**src/rtl/uart_rx_cfg.sv**
```systemverilog
// Configurable UART receiver: 5..9 data bits, runtime parity, 1/2 stop bits.
// Define UART_RX_MAJORITY_EN for a 2-of-3 vote around each sample point.
module uart_rx_cfg #(
   parameter int N_BITS_DATA  = 8,
   parameter int OVERSAMPLE   = 16,
   parameter int N_CONT_TICKS = 4,
   parameter int N_CONT_BITS  = 4
) (
   input  logic                   clock,
   input  logic                   reset,
   input  logic                   s_ticks,
   input  logic                   rx_data,
   input  logic [1:0]             cfg_parity,
   input  logic                   cfg_stop2,
   output logic [N_BITS_DATA-1:0] data_o,
   output logic                   rx_done_tick,
   output logic                   parity_err,
   output logic                   frame_err
);

   typedef enum logic [4:0] {
      IDLE   = 5'b00001,
      START  = 5'b00010,
      DATA   = 5'b00100,
      PARITY = 5'b01000,
      STOP   = 5'b10000
   } state_t;

   localparam int S_IDLE   = 0;
   localparam int S_START  = 1;
   localparam int S_DATA   = 2;
   localparam int S_PARITY = 3;
   localparam int S_STOP   = 4;

   localparam logic [N_CONT_TICKS-1:0] SP   = N_CONT_TICKS'(OVERSAMPLE/2 - 1);
   localparam logic [N_CONT_TICKS-1:0] LAST = N_CONT_TICKS'(OVERSAMPLE - 1);
   localparam logic [N_CONT_BITS-1:0]  BLAST = N_CONT_BITS'(N_BITS_DATA - 1);

   state_t                   state, state_n;
   logic [N_CONT_TICKS-1:0]  tick_cnt, tick_n;
   logic [N_CONT_BITS-1:0]   bit_cnt, bit_n;
   logic [N_BITS_DATA-1:0]   shift_reg, shift_n;
   logic [1:0]               par_lat, par_n;
   logic                     stop2_lat, stop2_n;
   logic                     perr, perr_n;
   logic                     ferr, ferr_n;
   logic                     done_pend, pend_n;
   logic [N_CONT_TICKS-1:0]  dec_tick;
   logic                     at_dec;
   logic                     bit_val;
   logic                     par_en;
   logic                     par_exp;

`ifdef UART_RX_MAJORITY_EN
   localparam logic [N_CONT_TICKS-1:0] START_DEC = SP + 1'b1;
   logic [1:0] vote;

   // Two votes are captured on the ticks just before the decision tick.
   always_ff @(posedge clock) begin
      if (!reset)
         vote <= '0;
      else if (s_ticks &&
               (tick_cnt == dec_tick - N_CONT_TICKS'(2) ||
                tick_cnt == dec_tick - N_CONT_TICKS'(1)))
         vote <= {vote[0], rx_data};
   end

   assign bit_val = (vote[1] & vote[0]) | (vote[1] & rx_data) |
                    (vote[0] & rx_data);
`else
   localparam logic [N_CONT_TICKS-1:0] START_DEC = SP;
   assign bit_val = rx_data;
`endif

   // After START the counter restarts, so later decisions land on the wrap.
   assign dec_tick = state[S_START] ? START_DEC : LAST;
   assign at_dec   = (tick_cnt == dec_tick);
   assign par_en   = (par_lat == 2'b01) || (par_lat == 2'b10);
   assign par_exp  = (par_lat == 2'b10) ? ~(^shift_reg) : ^shift_reg;

   always_ff @(posedge clock) begin
      if (!reset) begin
         state     <= IDLE;
         tick_cnt  <= '0;
         bit_cnt   <= '0;
         shift_reg <= '0;
         par_lat   <= '0;
         stop2_lat <= 1'b0;
         perr      <= 1'b0;
         ferr      <= 1'b0;
         done_pend <= 1'b0;
      end else begin
         state     <= state_n;
         tick_cnt  <= tick_n;
         bit_cnt   <= bit_n;
         shift_reg <= shift_n;
         par_lat   <= par_n;
         stop2_lat <= stop2_n;
         perr      <= perr_n;
         ferr      <= ferr_n;
         done_pend <= pend_n;
      end
   end

   always_comb begin
      state_n = state;
      tick_n  = tick_cnt;
      bit_n   = bit_cnt;
      shift_n = shift_reg;
      par_n   = par_lat;
      stop2_n = stop2_lat;
      perr_n  = perr;
      ferr_n  = ferr;
      pend_n  = 1'b0;
      if (s_ticks) begin
         tick_n = tick_cnt + 1'b1;
         unique case (1'b1)
            state[S_IDLE]: begin
               tick_n = '0;
               bit_n  = '0;
               if (!rx_data) begin
                  state_n = START;
                  par_n   = cfg_parity;
                  stop2_n = cfg_stop2;
                  perr_n  = 1'b0;
                  ferr_n  = 1'b0;
               end
            end
            state[S_START]: begin
               if (at_dec) begin
                  tick_n  = '0;
                  bit_n   = '0;
                  state_n = bit_val ? IDLE : DATA;
               end
            end
            state[S_DATA]: begin
               if (at_dec) begin
                  tick_n  = '0;
                  shift_n = {bit_val, shift_reg[N_BITS_DATA-1:1]};
                  if (bit_cnt == BLAST) begin
                     bit_n   = '0;
                     state_n = par_en ? PARITY : STOP;
                  end else begin
                     bit_n = bit_cnt + 1'b1;
                  end
               end
            end
            state[S_PARITY]: begin
               if (at_dec) begin
                  tick_n  = '0;
                  bit_n   = '0;
                  perr_n  = (bit_val != par_exp);
                  state_n = STOP;
               end
            end
            state[S_STOP]: begin
               if (at_dec) begin
                  tick_n = '0;
                  ferr_n = ferr | ~bit_val;
                  if (stop2_lat && bit_cnt == '0) begin
                     bit_n = N_CONT_BITS'(1);
                  end else begin
                     bit_n   = '0;
                     state_n = IDLE;
                     pend_n  = 1'b1;
                  end
               end
            end
            default: begin
               state_n = IDLE;
               tick_n  = '0;
               bit_n   = '0;
            end
         endcase
      end
   end

   always_ff @(posedge clock) begin
      if (!reset) begin
         data_o       <= '0;
         rx_done_tick <= 1'b0;
         parity_err   <= 1'b0;
         frame_err    <= 1'b0;
      end else begin
         rx_done_tick <= done_pend;
         if (done_pend) begin
            data_o     <= shift_reg;
            parity_err <= perr;
            frame_err  <= ferr;
         end
      end
   end

endmodule

```
**config.mk**
```make
export PLATFORM = sky130hd
export DESIGN_NAME = uart_rx_cfg
export DESIGN_NICKNAME = d
export VERILOG_FILES = /design/src/rtl/uart_rx_cfg.sv
export SDC_FILE = /design/constraint.sdc
export NUM_CORES = 1
export LEC_CHECK = 0
export BUFFER_PORTS_ARGS = -buffer_cell sky130_fd_sc_hd__buf_2
export CORE_MARGIN = 3
export CORE_UTILIZATION = 57
export CTS_BUF_LIST = sky130_fd_sc_hd__clkbuf_16
export CTS_CLUSTER_DIAMETER = 200
export CTS_CLUSTER_SIZE = 10
export DETAILED_ROUTE_END_ITERATION = 16
export MAX_ROUTING_LAYER = met4
export PLACE_DENSITY = 0.88
export SYNTH_ARGS = -nofsm -noshare
export SYNTH_HDL_FRONTEND = slang
export SYNTH_SLANG_ARGS = --single-unit
```
**constraint.sdc**
```tcl
create_clock -name clock -period 1.9 [get_ports clock]
set_clock_uncertainty 0.1 [all_clocks]
set_input_delay 0.19 -clock clock [delete_from_list [all_inputs] [get_ports clock]]
set_output_delay 0.19 -clock clock [all_outputs]
set_load 0.02 [all_outputs]
```
* Word level (Yosys, flattened, before mapping) *
Cells that the tools add are included.

word-level totals
  word-level logic and storage cells = 68
  flip-flop bits (word level) = 38
  output and inout bits = 11

cells by class
  add/sub/neg operators = 2
  equality and inequality tests = 10
  bitwise operators = 3
  multiplexer cells = 26
  reductions and logical operators = 14

operators by type and width
  kind                                                             number
  5-bit 2-to-1 mux                                                 6
  4-bit 2-to-1 mux                                                 7
  5-bit one-hot mux with 5 select lines                            1
  4-bit AND reduction                                              4
  4-bit one-hot mux with 3 select lines                            1
  4-bit by 1-bit adder with 4-bit output, second input constant    2
  2-bit by 1-bit != test with 1-bit output, second input constant  4
  8-bit parity                                                     1
  1-bit 2-to-1 mux                                                 6
  3-bit 2-to-1 mux                                                 2
  3-bit AND reduction                                              2
  4-bit by 3-bit == test with 1-bit output, second input constant  1
  4-bit == test                                                    1
  4-bit logical NOT                                                1
  1-bit one-hot mux with 2 select lines                            2
  2-bit nonzero test                                               2
  4-bit OR reduction                                               1
  2-bit by 1-bit == test with 1-bit output, second input constant  1
  2-bit == test, second input constant                             1
  2-bit 2-to-1 mux                                                 1
  2-bit != test, second input constant                             1
  1-bit inverter                                                   2
  2-bit OR reduction                                               1
  1-bit logical AND                                                1
  3 further kinds                                                  3

* Longest topological paths before layout *
  depth after elaboration = 6
  gate-level depth with buffers = 6

* Least setup slack after synthesis *
OpenSTA, ideal clock, no wires.

  path type = flip-flop to flip-flop
  start point = register state[1]
  end point = register bit_cnt[2]
  required time = 1.730 ns
  stages on the path, launching flop included = 6
  library setup time = 0.070 ns
  path slack = 0.299 ns
  data arrival time = 1.431 ns
  period minus slack after synthesis = 1.601 ns
  path through = dfxtp_1 -> buf_2 -> nor4_2 -> a21oi_2 -> or4_1 -> a21oi_1

on the way
  cells in the longest elaborated chain, start to end = 4
  elaborated cells between the ends (all ways) = 8

ends and longest elaborated chain
  what                                                RTL line  RTL
  from (decl)                                         39        state_t state, state_n;
  from (signal assigned)                              93        state <= state_n;
  4-bit 2-to-1 mux                                    76        assign dec_tick = state[S_START] ? START_DEC : LAST;
  4-bit == test                                       77        assign at_dec = (tick_cnt == dec_tick);
  2-bit by 1-bit != test with 1-bit output (no line)  -
  4-bit AND reduction (no line)                       -
  to (signal assigned)                                95        bit_cnt <= bit_n;
  to (decl)                                           41        logic [N_CONT_BITS-1:0] bit_cnt, bit_n;

Several ways; a longest one is shown, not always the timed one.
A chain may end at the register's enable or synchronous reset.

* Worst setup path after layout *
Same ends and word-level chain as after synthesis.

==> results by group <==
Outcome
  – Outcome: complete, no violations

Setup path
  – Data required time at the worst endpoint: 2.01 ns
  – Category of the worst setup path capture point: flip-flop
  – Launching element of the worst setup path: state[1]
  – Startpoint types: flip-flop
  – CP Cell Sequence: nor4_2 > a21oi_2 > or4_1 > a21oi_1
  – Arrival time reported for the critical path endpoint: around 1.9 ns
  – RR Startpoint: state[1]
  – Slowest cell on the critical path: sky130_fd_sc_hd__or4_1
  – Largest stage delay, worst path: between 0.4 and 0.5 ns
  – Worst-path maximum fanout: 7
  – Critical path class: reg -> reg

Timing
  – Slew of the pin with the lowest slew margin: 0.633 ns
  – Post-route fraction of the period consumed by the critical path: about 93%
  – Setup-violating endpoint count in the final report: 0
  – Minimum period implied by the final worst setup slack: 1.78 ns
  – Max-slew headroom at the worst pin: a little under 60%
  – Setup total negative slack: 0 ns
  – Final count of hold timing violations: 0
  – Unrepaired setup endpoints after global routing: no
  – Final setup slack of the worst path: 0.125 ns
  – Fmax: around 560 MHz
  – Max Transition Viols Final: 0
  – Worst-case hold slack: slightly below 0.05 ns

Detailed routing
  – Number of remaining DRC errors: 0
  – WL final: roughly 3800 um
  – Total number of vias: 1463
  – First DRT Iteration DRCs: between 100 and 150
  – Wirelength per Cell: 15.7 um
  – Post-DRT Antenna Nets: 0
  – Via count normalized by instance count: just over 6
  – First-pass DRT Iterations: 4

Pwr
  – Maximum resistive drop on vdd: about 0.77 mV
  – Static Leak: around 0.00085 uW
  – Power density of the placed cells: between 800 and 900 nW/um^2

Clocking
  – Number of post-CTS setup repair buffers: 0
  – CTS Root Buffer Type: sky130_fd_sc_hd__clkbuf_16
  – Clock-pin transition on the worst setup and hold timing paths: 0.05 ns
  – Depth of the CTS H-tree: 2
  – Clock latency on the worst-skew pair: roughly 0.28 ns
  – Number of buffers inserted by hold repair at cts: 0
  – Clock net sink count: 38
  – TritonCTS clock tree: yes
  – Number of resized instances in the post-cts repair step: 0
  – Clock tree buffer depth: 2
  – Cts bufs inserted: 5

Yosys
  – Dominant synthesized flop cell: sky130_fd_sc_hd__dfxtp_1
  – Ys async rst share: 0%
  – Proportion of netlist area held by the largest area contributor: 43.5%
  – Synthesized area per cell: approximately 9 um^2
  – Synth Instances: 190
  – Summed instance area of the synthesized netlist: between 1500 and 2000 um^2
  – Sequential-to-total area share from yosys stat: 43.5%
  – Count of warnings emitted by yosys: 0
  – Synthesized netlist net count: ~200
  – #FFs+latches synth: 38
  – Number of synthesized flops with an enable pin: 0
  – Count of different cell masters after synthesis: 43
  – Largest cells by area after synthesis: sky130_fd_sc_hd__dfxtp_1 43%, sky130_fd_sc_hd__mux2i_1 12%, sky130_fd_sc_hd__nor2_1 5.6%, sky130_fd_sc_hd__xnor2_1 4.0%, sky130_fd_sc_hd__a21oi_1 3.1%
  – Cell accounting for the most synthesized area: sky130_fd_sc_hd__dfxtp_1

Placed design
  – Port bufs: 17
  – Global placer's final weighted congestion: around 0.94
  – Worst slack at placement: between 0.15 and 0.2 ns
  – Placed wire-length estimate: approximately 2700 um
  – # placed instances: around 230
  – Cell area after placement: roughly 1900 um^2

Final layout
  – Post-layout nets: roughly 220
  – Number of fill cells in the layout: about 220
  – Most common library cell in the layout ignoring fill and taps: sky130_fd_sc_hd__dfxtp_1
  – Flip-flop and latch area: between 700 and 800 um^2
  – Fin cells: 240
  – Share of post-route cells with drive strength above 1: roughly 14%
  – Antenna cells: 0
  – Commonest cells after routing, fill and taps aside: 38 x sky130_fd_sc_hd__dfxtp_1, 26 x sky130_fd_sc_hd__nor2_1, 21 x sky130_fd_sc_hd__mux2i_1
  – Growth of design area from synthesis to finish: 13.9%
  – Multi-input combinational cell area: about 900 um^2
  – Area of all placed cells without fillers: roughly 2000 um^2

GRT
  – Antenna violations before repair: 0
  – Via count of the first global-routing pass: between 1000 and 1500
  – Global-route usage over all layers: around a quarter
  – Maximum number of pins on one net before global-route repair: 19
  – Remaining global-route overflow: 0
  – Wire length of the first global-routing pass: between 6000 and 7000 um

Die
  – Num ports: 18
  – Starting utilization of the core area: between 60% and 70%
  – Number of cell rows: 19
  – DIE WIDTH: 61.4 um
  – Area of the placeable core: around 2800 um^2
  – Area of the die: between 3000 and 4000 um^2
  – Die outline height: slightly above 60 um

Flow run
  – Number of maximum-capacitance violations: 0

Worst hold path
  – Worst Hold Launch: cfg_stop2
  – Min-delay worst type: in -> reg
==> logic make-up after synthesis <==
family / after synthesis / synth area share (%)
AO/OA/AOI/OAI: 33 / 11.4
XOR/XNOR: 11 / 6.29
adder cells (fa/ha/maj): 4 / 2.86
buffers and inverters: 18 / 4.22
flip-flops: 38 / 43.5
multiplexers: 21 / 12.0
AND/OR/NAND/NOR: 65 / 19.7
==> metal layers <==
metal | track usage, % | up-vias | wire (um)
li1 | - | 704 | -
met1 | 28.8 | 694 | 1540
met2 | 38.8 | 59 | 1860
met3 | 6.92 | 6 | 303
met4 | 11.2 | 0 | 80
met5 | - | - | 0
==> report_power, final <==
part	switching, uW	total [uW]	internal (uW)
Clock	295	768	473
Combinational	57.3	92.6	35.3
Sequential	10.9	818	807
Total	363	1680	1320
==> worst paths after layout <==
check / depth (start not counted) / to / slack [ns]
max reg2reg: 4 / bit_cnt[2] / 0.12
min: 3 / stop2_lat / 0.05
min reg2reg: 2 / data_o[6] / 0.38
max: 4 / bit_cnt[2] / 0.12
==> synth_stat cells (3+ instances only) <==
master	number
sky130_fd_sc_hd__dfxtp_1	38
sky130_fd_sc_hd__and2_1	4
sky130_fd_sc_hd__nand2_1	8
sky130_fd_sc_hd__clkbuf_1	5
sky130_fd_sc_hd__nand3_1	4
sky130_fd_sc_hd__xnor2_1	8
sky130_fd_sc_hd__inv_1	9
sky130_fd_sc_hd__mux2i_1	21
sky130_fd_sc_hd__o21ai_0	10
sky130_fd_sc_hd__nand4_1	3
sky130_fd_sc_hd__a21oi_1	11
sky130_fd_sc_hd__ha_1	4
sky130_fd_sc_hd__or4_1	3
sky130_fd_sc_hd__nor2_1	26
==> cell type report <==
cell class,count,area share (%)
clock buffer,5,6.28
clock inverter,3,0.628
inverter,9,1.69
multi-input combinational,134,45.9
sequential,38,38.2
tap,31,1.95
timing repair buffer,20,5.40
==> per-stage QoR <==
step                      utilization, %  total power (uW)
final                               70.5              1680
after global routing                70.5              1750
after CTS                           70.5              1690
after detailed placement            65.6               924
after global placement              65.6               919
after floorplan                        -               895
==> critical path: cells and delay by family (launching register included) <==
kind / cells / cell delay, ns
simple gates: 2 / 0.94
flops: 1 / 0.39
compound gates: 2 / 0.27
Note: power is estimated with default switching activity, not from simulation.
